[src/rtl/uart_pkg.sv]
`timescale 1ns/1ps
// uart_pkg
// Definitions shared by the UART receiver, transmitter and baud generator:
// default framing constants and the receiver state encoding.
package uart_pkg;

  localparam int UART_OVERSAMPLE = 16;
  localparam int UART_DATA_BITS  = 8;

  typedef enum logic [2:0] {
    ST_IDLE  = 3'd0,
    ST_START = 3'd1,
    ST_DATA  = 3'd2,
    ST_STOP  = 3'd3,
    ST_BREAK = 3'd4
  } uart_state_e;

endpackage

[src/rtl/uart_rx_sync.sv]
`timescale 1ns/1ps
// uart_rx_sync
// Two-flop synchronizer for the asynchronous serial line. Both flops are
// set to 1 on reset so an idle line never looks like a start edge.
// Ports:
//   clk    in   system clock
//   reset  in   asynchronous, active-high
//   din    in   asynchronous serial line
//   dout   out  line value synchronized to clk
module uart_rx_sync (
  input  logic clk,
  input  logic reset,
  input  logic din,
  output logic dout
);

  logic meta;

  always_ff @(posedge clk or posedge reset) begin
    if (reset) begin
      meta <= 1'b1;
      dout <= 1'b1;
    end else begin
      meta <= din;
      dout <= meta;
    end
  end

endmodule

[src/rtl/uart_receiver.sv]
`timescale 1ns/1ps
// uart_receiver
// Recovers 8N1-style frames (start, DATA_BITS LSB first, stop; idle high)
// from an asynchronous serial line, sampling mid-bit on an oversampled tick.
// Ports:
//   clk          in   system clock
//   reset        in   asynchronous, active-high
//   sample_tick  in   one-clk pulse at OVERSAMPLE x baud
//   uart_rx      in   asynchronous serial line, idle high
//   data         out  last correctly framed byte, held until the next one
//   data_valid   out  one-cycle pulse when data updates
//   frame_error  out  one-cycle pulse when the stop bit is sampled low
//   busy         out  high whenever the FSM is not idle
module uart_receiver
  import uart_pkg::*;
#(
  parameter int OVERSAMPLE = UART_OVERSAMPLE,
  parameter int DATA_BITS  = UART_DATA_BITS
) (
  input  logic                 clk,
  input  logic                 reset,
  input  logic                 sample_tick,
  input  logic                 uart_rx,
  output logic [DATA_BITS-1:0] data,
  output logic                 data_valid,
  output logic                 frame_error,
  output logic                 busy
);

  localparam int TW = $clog2(OVERSAMPLE);
  localparam int BW = (DATA_BITS > 1) ? $clog2(DATA_BITS) : 1;

  localparam logic [TW-1:0] TICK_MID  = TW'(OVERSAMPLE / 2 - 1);
  localparam logic [TW-1:0] TICK_LAST = TW'(OVERSAMPLE - 1);
  localparam logic [BW-1:0] BIT_LAST  = BW'(DATA_BITS - 1);

  logic rx_s;

  uart_state_e          state_q, state_d;
  logic [TW-1:0]        tick_cnt_q, tick_cnt_d;
  logic [BW-1:0]        bit_cnt_q, bit_cnt_d;
  logic [DATA_BITS-1:0] shift_q, shift_d;
  logic [DATA_BITS-1:0] data_q, data_d;
  logic                 valid_q, valid_d;
  logic                 ferr_q, ferr_d;

  uart_rx_sync u_sync (
    .clk   (clk),
    .reset (reset),
    .din   (uart_rx),
    .dout  (rx_s)
  );

  always_comb begin
    state_d    = state_q;
    tick_cnt_d = tick_cnt_q;
    bit_cnt_d  = bit_cnt_q;
    shift_d    = shift_q;
    data_d     = data_q;
    valid_d    = 1'b0;
    ferr_d     = 1'b0;

    if (sample_tick) begin
      case (state_q)
        ST_IDLE: begin
          if (!rx_s) begin
            state_d    = ST_START;
            tick_cnt_d = '0;
          end
        end

        ST_START: begin
          if (tick_cnt_q == TICK_MID) begin
            tick_cnt_d = '0;
            bit_cnt_d  = '0;
            // A line that is high again at mid-start was only a glitch.
            state_d    = rx_s ? ST_IDLE : ST_DATA;
          end else begin
            tick_cnt_d = tick_cnt_q + 1'b1;
          end
        end

        ST_DATA: begin
          if (tick_cnt_q == TICK_LAST) begin
            // Right shift: the first bit received ends up in the LSB.
            shift_d    = DATA_BITS'({rx_s, shift_q} >> 1);
            tick_cnt_d = '0;
            if (bit_cnt_q == BIT_LAST) begin
              state_d = ST_STOP;
            end else begin
              bit_cnt_d = bit_cnt_q + 1'b1;
            end
          end else begin
            tick_cnt_d = tick_cnt_q + 1'b1;
          end
        end

        ST_STOP: begin
          if (tick_cnt_q == TICK_LAST) begin
            tick_cnt_d = '0;
            // Leaving at the stop midpoint leaves half a bit of slack to
            // catch a start bit that directly follows.
            if (rx_s) begin
              data_d  = shift_q;
              valid_d = 1'b1;
              state_d = ST_IDLE;
            end else begin
              ferr_d  = 1'b1;
              state_d = ST_BREAK;
            end
          end else begin
            tick_cnt_d = tick_cnt_q + 1'b1;
          end
        end

        ST_BREAK: begin
          // A held-low line must go high before a new start is accepted.
          if (rx_s) begin
            state_d    = ST_IDLE;
            tick_cnt_d = '0;
          end
        end

        default: begin
          state_d    = ST_IDLE;
          tick_cnt_d = '0;
        end
      endcase
    end
  end

  always_ff @(posedge clk or posedge reset) begin
    if (reset) begin
      state_q    <= ST_IDLE;
      tick_cnt_q <= '0;
      bit_cnt_q  <= '0;
      shift_q    <= '0;
      data_q     <= '0;
      valid_q    <= 1'b0;
      ferr_q     <= 1'b0;
    end else begin
      state_q    <= state_d;
      tick_cnt_q <= tick_cnt_d;
      bit_cnt_q  <= bit_cnt_d;
      shift_q    <= shift_d;
      data_q     <= data_d;
      valid_q    <= valid_d;
      ferr_q     <= ferr_d;
    end
  end

  assign data        = data_q;
  assign data_valid  = valid_q;
  assign frame_error = ferr_q;
  assign busy        = (state_q != ST_IDLE);

endmodule

[config.mk]
export PLATFORM = sky130hd
export DESIGN_NAME = uart_receiver
export DESIGN_NICKNAME = d
export VERILOG_FILES = /design/src/rtl/uart_pkg.sv /design/src/rtl/uart_rx_sync.sv /design/src/rtl/uart_receiver.sv
export SDC_FILE = /design/constraint.sdc
export NUM_CORES = 1
export LEC_CHECK = 0
export ABC_AREA = 1
export BUFFER_PORTS_ARGS = -buffer_cell sky130_fd_sc_hd__buf_2
export CORE_MARGIN = 4
export CORE_UTILIZATION = 57
export DETAILED_ROUTE_END_ITERATION = 7
export GPL_TIMING_DRIVEN = 0
export PLACE_DENSITY = 0.87
export SYNTH_ARGS = -nofsm -noshare
export SYNTH_HDL_FRONTEND = slang
export SYNTH_SLANG_ARGS = --single-unit
export TNS_END_PERCENT = 100
[constraint.sdc]
create_clock -name clk -period 1.7 [get_ports clk]
set_input_delay 0 -clock clk [delete_from_list [all_inputs] [get_ports clk]]
set_output_delay 0 -clock clk [all_outputs]
set_load 0.05 [all_outputs]
==> reports/qor.csv, run 1 <==
metric;value;unit
first-pass iteration count of the detailed router;4;
DP Wirelength;1.879;mm
worst-margin pin slew;1.076;ns
Die Y-Extent;59.11;um
Post-Syn Instances;160;
CP bufs+invs;1;
Fin Hold WS;0.03683;ns
Critical Path End Type;flip-flop;
warnings from Yosys;0;
DR iter-0 viols;20;
Final Instance Area;0.001702;mm^2
Max clock buf depth;2;
ranking of synthesized cells by area;dfrtp_1 (47%), nand2_1 (11%), o21ai_2 (8.8%), inv_1 (5.5%), nand3_2 (4.0%);
fmax;655.2;MHz
global-route wire length before repair;4.816;mm
critical path's most frequent cell;nand3_2;
Setup Buffers After CTS;0;
synthesized flop and latch total;30;
Yosys cell types;23;
PortBufs;14;
slowest CP cell;dfrtp_1;
hold depth;3;
MaxCap Viol Count;0;
CTS clock-pin slew for the worst setup and hold paths;0.09;ns
nets@finish;190;
CTS tree;done;
worst clock skew;0.009777;ns
area of the multi-input gates;619.3;um^2
Clock Latency Late Sink;0.33;ns
Post-route DRC;0;
Max Fanout on Critical Path;10;
Inserted Diodes;0;
Fillers;200;
Avg WL per Cell;11.98;um
CTS buffer count;5;
Post-Syn Area;0.001489;mm^2
R2R Path End;shift_q[0];
initial core utilization;60.10;%
IO Pins;15;
Syn Nets;167;
fraction of layout cells with a size suffix above 1;30.98;%
VDD IR max;1.009;mV
Tcrit/Tclk final;89.78;%
fin crit period;1.526;ns
CP delay by family, top;simple AND/OR/NAND/NOR gates;
RD Place Congestion;0.8433;
setup TNS;0;ns
Vias/cell;5.164;
Synth Area per Inst;9.306;um^2
Final setup viols;0;
Post-Route WL;2.563;mm
die span in x;59.11;um
Worst slew margin;28.19;%
Critical Path RT;1.93;ns
R2R setup slack;0.17;ns
RSZ-0062 raised after global routing;no;
H-Tree Depth;2;
DP Area;0.001597;mm^2
Core ar.;0.002477;mm^2
status;finished clean;
vias in the first global route;1118;
hold path start;sample_tick;
largest area contributor in the netlist;dfrtp_1;
DIE AREA;0.003494;mm^2
Place WS;0.1931;ns
LEAKAGE;0.0008634;uW
pwr dens;1229;mW/mm^2
sequential standard cell area;753.2;um^2
largest net degree at the start of global routing;31;
R2R Path Start;tick_cnt_q[1];
final worst setup slack;0.1738;ns
crit path kind;flip-flop to flip-flop;
Resize count post-CTS;0;
total number of vias;1105;
max incr delay on CP;0.38;ns
final slew viol count;0;
Hold Path Class;primary input to flip-flop;
Critical Path, Cell by Cell;ha_1 > nand3_2 > nor2_4 > nand3_2 > buf_6 > nand2_1 > o21ai_2;
Area growth, synth to finish;14.29;%
clock sinks;30;
antenna violations before repair;0;
Total GRT Usage;18.44;%
number of nets still failing antenna checks after routing;0;
cells on worst reg2reg path;7;
post-synth top area share;47.06;%
hold path endpoint;tick_cnt_q[1];
Rows;18;
register area share after synthesis;50.59;%
# hold bufs at CTS;2;
crit path DAT;1.76;ns
gr ovfl total;0;
Final Hold Viols;0;
CP Launch Type;flip-flop;
clk root buf;clkbuf_4;
-- cells by family (layout without fill, tap and decap cells) --
family,Yosys count,after routing,synth area share (%)
XOR/XNOR,1,1,0.5883
AND/OR/NAND/NOR,81,81,27.73
flip-flops,30,30,50.59
buffers and inverters,25,49,7.815
adder cells (fa/ha/maj),3,3,2.521
AO/OA/AOI/OAI,20,20,10.76
-- routing by layer --
layer	global-route usage, %	part of all wire [%]	wire [um]	vias to the layer above
met5	0	0	0	-
met4	7.767	1.6	42	0
met3	5.882	4.5	116	6
met2	29.97	47	1201	15
met1	22.54	47	1202	527
li1	-	-	-	557
-- Yosys cell counts --
| library cell | count |
|---|---|
| a21oi_1 | 1 |
| nand4_1 | 3 |
| inv_1 | 22 |
| nand3_1 | 7 |
| dfrtp_1 | 28 |
| o21ai_0 | 3 |
| a22o_1 | 1 |
| nand2_1 | 42 |
| ha_1 | 3 |
| nor2_2 | 5 |
| nand3_2 | 6 |
| nand3_4 | 1 |
| nand3b_1 | 1 |
| buf_6 | 3 |
| xor2_1 | 1 |
| nand2_4 | 1 |
| nor2_4 | 1 |
| nor2_1 | 9 |
| nand2_2 | 2 |
| nor4_1 | 1 |
| nor3_1 | 2 |
| o21ai_2 | 15 |
| dfstp_2 | 2 |
-- flip-flops by register name (all words and copies together) (netlist names) --
name / cells
state_q: 3
u_sync.dout: 1
u_sync.meta: 1
data: 8
data_valid: 1
tick_cnt_q: 4
bit_cnt_q: 3
frame_error: 1
shift_q: 8
-- placed cells by master (no fill, tap or decap), types with 2 or more instances in the layout --
cell type	netlist	layout
buf_2	0	14
buf_6	3	3
clkbuf_4	0	5
dfrtp_1	28	28
dfstp_2	2	2
dlygate4sd3_1	0	2
ha_1	3	3
inv_1	22	22
nand2_1	42	42
nand2_2	2	2
nand3_1	7	7
nand3_2	6	6
nand4_1	3	3
nor2_1	9	9
nor2_2	5	5
nor3_1	2	2
o21ai_0	3	3
o21ai_2	15	15
-- through the flow --
| stage | util, % | std cells | total power (uW) |
|---|---|---|---|
| global route | 68.69 | 214 | 2252 |
| CTS | 68.69 | 214 | 2113 |
| finish | 68.69 | 214 | 2092 |
| detailed placement | 64.44 | 204 | 1511 |
| global placement | 64.44 | 204 | 1487 |
| floorplan | - | 160 | 1390 |
-- final cells by class --
type                    instances  area share (%)
well taps                      30           2.206
repair buffers                 16           5.294
clock buffers                   7           3.235
flip-flops and latches         30           44.26
inverters                      22           4.853
clock inverters                 1           1.765
plain buffers                   3           1.985
multi-input cells             105           36.40
-- worst register-to-register path: stages, from the launching register on --
cell     delay [ns]
dfrtp_1        0.38
ha_1           0.22
nand3_2        0.16
nor2_4         0.16
nand3_2        0.18
buf_6          0.21
nand2_1        0.07
o21ai_2        0.05
-- worst max-delay path by stage --
| stage | start | endpoint | slack (ns) | cells past startpoint |
|---|---|---|---|---|
| 2_1_floorplan | tick_cnt_q[0] | shift_q[0] | 0.36 | 7 |
| 3_3_place_gp | tick_cnt_q[1] | shift_q[1] | 0.23 | 7 |
| 3_5_place_dp | tick_cnt_q[1] | shift_q[0] | 0.19 | 7 |
| 4_1_cts | tick_cnt_q[1] | shift_q[0] | 0.17 | 7 |
| 5_1_grt | tick_cnt_q[1] | state_q[0] | 0.04 | 8 |
| 6_report | tick_cnt_q[1] | shift_q[0] | 0.17 | 7 |
-- power breakdown --
group | internal (uW) | switching (uW)
combinational | 201 | 431
sequential | 786 | 88.4
clock | 351 | 235
total | 1340 | 754
(Power assumes the default switching activity.)
==> run 2: changes to the inputs <==
--- a/config.mk
+++ b/config.mk
@@ -8,10 +8,10 @@
 export ABC_AREA = 1
 export BUFFER_PORTS_ARGS = -buffer_cell sky130_fd_sc_hd__buf_2
 export CORE_MARGIN = 4
-export CORE_UTILIZATION = 57
+export CORE_UTILIZATION = 52
 export DETAILED_ROUTE_END_ITERATION = 7
 export GPL_TIMING_DRIVEN = 0
-export PLACE_DENSITY = 0.87
+export PLACE_DENSITY = 0.84
 export SYNTH_ARGS = -nofsm -noshare
 export SYNTH_HDL_FRONTEND = slang
 export SYNTH_SLANG_ARGS = --single-unit
==> constraint.sdc (replaced) <==
create_clock -name clk -period 1.3 [get_ports clk]
set_input_delay 0 -clock clk [delete_from_list [all_inputs] [get_ports clk]]
set_output_delay 0 -clock clk [all_outputs]
set_load 0.05 [all_outputs]
==> reports/qor.csv, run 2 (same netlist as run 1, synthesis figures left out) <==
metric;value;unit;change
max incr delay on CP;0.50;ns;+0.12 ns
vias in the first global route;1194;;+6.8%
CP delay by family, top;simple AND/OR/NAND/NOR gates;;
CTS clock-pin slew for the worst setup and hold paths;0.11;ns;+0.02 ns
final slew viol count;0;;unchanged
Core ar.;0.002758;mm^2;+11%
first-pass iteration count of the detailed router;4;;unchanged
DP Wirelength;2.057;mm;+9.5%
MaxCap Viol Count;0;;unchanged
number of nets still failing antenna checks after routing;0;;unchanged
most frequent cells in the layout;nand2_1 (32), dfrtp_1 (26), inv_1 (22), o21ai_2 (15), buf_2 (13);;
worst-margin pin slew;1.134;ns;+0.05773 ns
CTS tree;done;;
RSZ-0062 raised after global routing;yes;;
Worst slew margin;24.33;%;-3.9 points
CP bufs+invs;2;;+1
Critical Path, Cell by Cell;nor2_4 > nand3_4 > buf_4 > buf_4 > nand3_2 > nand2_1 > nand2_1;;
clock network fraction of design power;29.1;%;+1.1 points
commonest non-fill, non-tap cell in the layout;nand2_1;;
Final setup viols;22;;+22
status;complete, but fails checks;;
RD Place Congestion;0.8452;;+0.23%
CTS buffer count;5;;unchanged
Tcrit/Tclk final;110.2;%;+20 points
Total GRT Usage;18.71;%;+0.27 points
P_sw;1264;uW;+68%
LEAKAGE;0.0009637;uW;+12%
fin crit period;1.432;ns;-0.09394 ns
Die Y-Extent;61.51;um;+4.1%
Cell Int Power;2154;uW;+61%
clk root buf;clkbuf_4;;
total power;3418;uW;+63%
total number of vias;1266;;+15%
final worst setup slack;-0.1323;ns;-0.3061 ns
combinational power share;36.3;%;+6.1 points
worst clock skew;0.01154;ns;+0.001760 ns
fraction of layout cells with a size suffix above 1;45.69;%;+15 points
PortBufs;14;;unchanged
VDD IR max;1.457;mV;+44%
setup TNS;-1.934;ns;-1.934 ns
H-Tree Depth;2;;unchanged
Max Fanout on Critical Path;7;;-3
Critical Path Start;state_q[2];;
sequential share of power;34.6;%;-7.2 points
Final Instance Area;0.001997;mm^2;+17%
fmax;698.2;MHz;+6.6%
Post-route DRC;0;;unchanged
global-route wire length before repair;5.092;mm;+5.7%
Area growth, synth to finish;34.12;%;
gr ovfl total;0;;unchanged
DP Area;0.001634;mm^2;+2.4%
Post-Route WL;3.653;mm;+43%
die span in x;61.51;um;+4.1%
Avg WL per Cell;16.02;um;+34%
R2R Path Start;state_q[2];;
sw frac;36.98;%;+0.93 points
Inserted Diodes;0;;unchanged
failing checks;negative hold slack, negative setup slack;;
IO Pins;15;;unchanged
Hold Path Class;primary input to async pin;;
pwr dens;1711;mW/mm^2;+39%
antenna violations before repair;0;;unchanged
initial core utilization;53.99;%;-6.1 points
Critical Path End Type;flip-flop;;
Vias/cell;5.553;;+7.5%
nets@finish;203;;+6.8%
largest net degree at the start of global routing;31;;unchanged
Final Hold Viols;28;;+28
CP Launch Type;flip-flop;;
Fin Hold WS;-0.06323;ns;-0.1001 ns
Critical Path RT;1.57;ns;-0.36 ns
Rows;19;;+1
utilization after layout;72.41;%;+3.7 points
Clock Latency Late Sink;0.34;ns;about the same
clock sinks;30;;unchanged
crit path DAT;1.70;ns;-0.06 ns
Max clock buf depth;2;;unchanged
slowest CP cell;dfrtp_2;;
DIE AREA;0.003783;mm^2;+8.3%
crit path kind;flip-flop to flip-flop;;
DR iter-0 viols;85;;+330%
run 2: cell types whose count changed in the layout (fill, tap and decap cells not counted), moves of 2 or more:
cell / delta
nand2_2: +6
dfrtp_2: +2
nor2_4: +6
nor2_2: -4
buf_4: +11
dfrtp_1: -2
ha_2: +2
nand3_2: -3
nand2_4: +4
ha_1: -3
nor2_1: -2
nand3_4: +3
nand2_1: -10
run 2: worst paths after layout:
path                                 endpoint  slack (ns)  cells after the start
max in group asynchronous          state_q[2]        0.60                      2
worst min-delay path                  data[4]       -0.06                      2
min in group clk                tick_cnt_q[2]        0.04                      4
worst min register to register    u_sync.dout        0.37                      0
worst max-delay path             bit_cnt_q[0]       -0.13                      7
worst max register to register   bit_cnt_q[0]       -0.13                      7
run 2: repair_timing:
action,CTS,global route
endpoints found under the setup margin,25,27
cloned,0,1
pin swaps,6,4
hold buffers,1,0
setup buffers,5,8
resized for setup,16,14
endpoints found under the hold margin,29,0
run 2: per-layer routing:
| layer | share of wire (%) | global-route usage, % | up-vias |
|---|---|---|---|
| met2 | 51 | 31.84 | 58 |
| met4 | 1.1 | 7.273 | 0 |
| met3 | 7.0 | 7.128 | 7 |
| met5 | 0 | 0 | - |
| li1 | - | - | 588 |
| met1 | 41 | 21.11 | 613 |
run 2: area by class of cell:
class	instances	area (um^2)
inverter	22	82.58
clock inverter	2	60.06
buffer	3	46.29
tap	31	38.79
fill	156	760.7
timing repair buffer	29	216.5
multi-input combinational	105	745.7
clock buffer	6	51.30
sequential	30	755.7
run 2: worst reg2reg max path, stage by stage (launching register included):
cell	delay, ns
dfrtp_2	0.50
nor2_4	0.26
nand3_4	0.13
buf_4	0.15
buf_4	0.13
nand3_2	0.08
nand2_1	0.06
nand2_1	0.07
run 2: stage by stage:
step	setup slack [ns]	instances
CTS	-0.09070	219
global route	-0.2318	228
global placement	-0.1060	205
detailed placement	-0.1786	205
finish	-0.1323	228
floorplan	-0.02371	160
run 2: power groups by stage:
stage | registers [uW] | clock network (uW) | logic (uW)
5_1_grt | 1200 | 1040 | 1320
3_3_place_gp | 1150 | 0 | 820
3_5_place_dp | 1160 | 0 | 881
4_1_cts | 1170 | 997 | 1040
2_1_floorplan | 1140 | 0 | 713
6_report | 1180 | 996 | 1240
==> run 3: changes to the inputs <==
--- a/config.mk
+++ b/config.mk
@@ -12,6 +12,7 @@
 export DETAILED_ROUTE_END_ITERATION = 7
 export GPL_TIMING_DRIVEN = 0
 export PLACE_DENSITY = 0.84
+export SETUP_SLACK_MARGIN = 0.2
 export SYNTH_ARGS = -nofsm -noshare
 export SYNTH_HDL_FRONTEND = slang
 export SYNTH_SLANG_ARGS = --single-unit
==> reports/qor.csv, run 3 (same netlist as run 1, synthesis figures left out) <==
metric;value;unit;change
status;complete, but fails checks;;
failing checks;negative hold slack, negative setup slack;;
final non-filler cell total;233;;+2.2%
vias in the first global route;1301;;+9.0%
clk root buf;clkbuf_4;;
Die Y-Extent;61.51;um;unchanged
Vias/cell;5.760;;+3.7%
Max clock buf depth;2;;unchanged
clock sinks;30;;unchanged
Final Instance Area;0.002126;mm^2;+6.5%
nets@finish;208;;+2.5%
setup TNS;-3.402;ns;-1.468 ns
H-Tree Depth;2;;unchanged
slowest CP cell;dfrtp_1;;
Hold Path Class;primary input to async pin;;
Post-Route WL;4.164;mm;+14%
first-pass iteration count of the detailed router;4;;unchanged
crit path kind;flip-flop to flip-flop;;
DP Area;0.001639;mm^2;+0.31%
fraction of layout cells with a size suffix above 1;52.97;%;+7.3 points
PortBufs;14;;unchanged
DIE AREA;0.003783;mm^2;unchanged
initial core utilization;53.99;%;unchanged
Rows;19;;unchanged
CTS tree;done;;
crit path DAT;1.70;ns;about the same
VDD IR max;1.720;mV;+18%
final worst setup slack;-0.1748;ns;-0.04252 ns
total number of vias;1342;;+6.0%
global-route wire length before repair;5.913;mm;+16%
LEAKAGE;0.001005;uW;+4.3%
Max Fanout on Critical Path;6;;-1
Tcrit/Tclk final;113.4;%;+3.3 points
Worst slew margin;25.90;%;+1.6 points
largest net degree at the start of global routing;31;;unchanged
cells on worst reg2reg path;8;;+1
CP Launch Type;flip-flop;;
commonest non-fill, non-tap cell in the layout;dfrtp_1;;
critical path's most frequent cell;nand2_1;;
dpl cells;205;;unchanged
antenna violations before repair;0;;unchanged
Total GRT Usage;21.86;%;+3.2 points
CTS buffer count;5;;unchanged
worst clock skew;0.01548;ns;+0.003946 ns
DR iter-0 viols;72;;-15%
Critical Path, Cell by Cell;ha_4 > nand3_4 > nand3_2 > nand2_1 > nor2_4 > nand2_2 > nand2_1 > nand2_1;;
R2R Path Start;tick_cnt_q[0];;
worst-margin pin slew;1.110;ns;-0.02353 ns
R2R setup slack;-0.17;ns;-0.04 ns
utilization after layout;77.09;%;+4.7 points
IO Pins;15;;unchanged
RSZ-0062 raised after global routing;yes;;
Fillers;162;;+3.8%
gr ovfl total;0;;unchanged
Core ar.;0.002758;mm^2;unchanged
number of nets still failing antenna checks after routing;0;;unchanged
RD Place Congestion;0.8442;;-0.12%
Avg WL per Cell;17.87;um;+12%
Clock Latency Late Sink;0.34;ns;about the same
die span in x;61.51;um;unchanged
MaxCap Viol Count;0;;unchanged
DP Wirelength;1.922;mm;-6.6%
Inserted Diodes;0;;unchanged
max incr delay on CP;0.41;ns;-0.09 ns
Area growth, synth to finish;42.77;%;
Final setup viols;26;;+18%
Critical Path RT;1.53;ns;-0.04 ns
final slew viol count;0;;unchanged
fmax;678.1;MHz;-2.9%
most frequent cells in the layout;dfrtp_1 (26), nand2_1 (24), inv_1 (19), o21ai_2 (15), buf_2 (13);;
pwr dens;1633;mW/mm^2;-4.6%
Post-route DRC;0;;unchanged
Fin Hold WS;-0.08390;ns;-0.02067 ns
R2R Path End;state_q[1];;
Critical Path End Type;flip-flop;;
CTS clock-pin slew for the worst setup and hold paths;0.11;ns;about the same
fin crit period;1.475;ns;+0.04252 ns
Final Hold Viols;28;;unchanged
-- run 3: cell types whose count changed in the layout (fill, tap and decap cells not counted), sizes merged --
cell    delta
clkbuf     -1
buf        +6
-- run 3: metal layers --
| metal | global-route usage, % | share of wire [%] |
|---|---|---|
| met2 | 36.47 | 52 |
| met1 | 25.17 | 39 |
| met4 | 10.00 | 3.9 |
| met3 | 7.547 | 5.6 |
| met5 | 0 | 0 |
-- run 3: worst max-delay path, delay by kind of cell, from the launching register on --
family	cells	cell delay, ns
DFF	1	0.41
and+or+nand+nor	7	0.78
adders and majority gates	1	0.18
-- run 3: cell type report --
| type | count | area (um^2) | area share [%] |
|---|---|---|---|
| Buffer | 3 | 41.29 | 1.942 |
| Clock buffer | 6 | 51.30 | 2.413 |
| Clock inverter | 2 | 60.06 | 2.825 |
| Tap cell | 31 | 38.79 | 1.825 |
| Timing Repair Buffer | 34 | 284.0 | 13.36 |
| Inverter | 22 | 85.08 | 4.002 |
| Sequential cell | 30 | 755.7 | 35.55 |
| Multi-Input combinational cell | 105 | 809.5 | 38.08 |
-- run 3: worst max path at each step --
stage	cells past startpoint	slack (ns)	startpoint	end
2_1_floorplan	7	-0.02	tick_cnt_q[1]	data[3]
3_3_place_gp	7	-0.11	tick_cnt_q[1]	shift_q[1]
3_5_place_dp	7	-0.15	tick_cnt_q[1]	data[0]
4_1_cts	7	-0.10	bit_cnt_q[0]	bit_cnt_q[1]
5_1_grt	8	-0.27	bit_cnt_q[0]	state_q[0]
6_report	8	-0.17	tick_cnt_q[0]	state_q[1]
-- run 3: through the flow --
stage	total power, uW	hold WS (ns)	setup WS (ns)
floorplan	1857	0.004478	-0.02371
global placement	1983	0.1080	-0.1057
detailed placement	2025	0.1065	-0.1509
CTS	3201	-0.04181	-0.1032
global route	3622	0.002730	-0.2716
finish	3471	-0.08390	-0.1748
-- run 3: where the power goes --
part,leakage [uW],internal [uW],switching (uW),total (uW)
sequential,0.000404,1030,150,1180
combinational,0.000542,477,810,1290
clock,0.0000585,651,349,1000
total,0.00100,2160,1310,3470
-- run 3: what timing repair did --
item | CTS | global route
setup buffers | 12 | 6
resized for setup | 28 | 23
endpoints found under the setup margin | 29 | 29
pin swaps | 7 | 10
hold buffers | 1 | 0
endpoints found under the hold margin | 29 | 0
gates cloned | 1 | 0
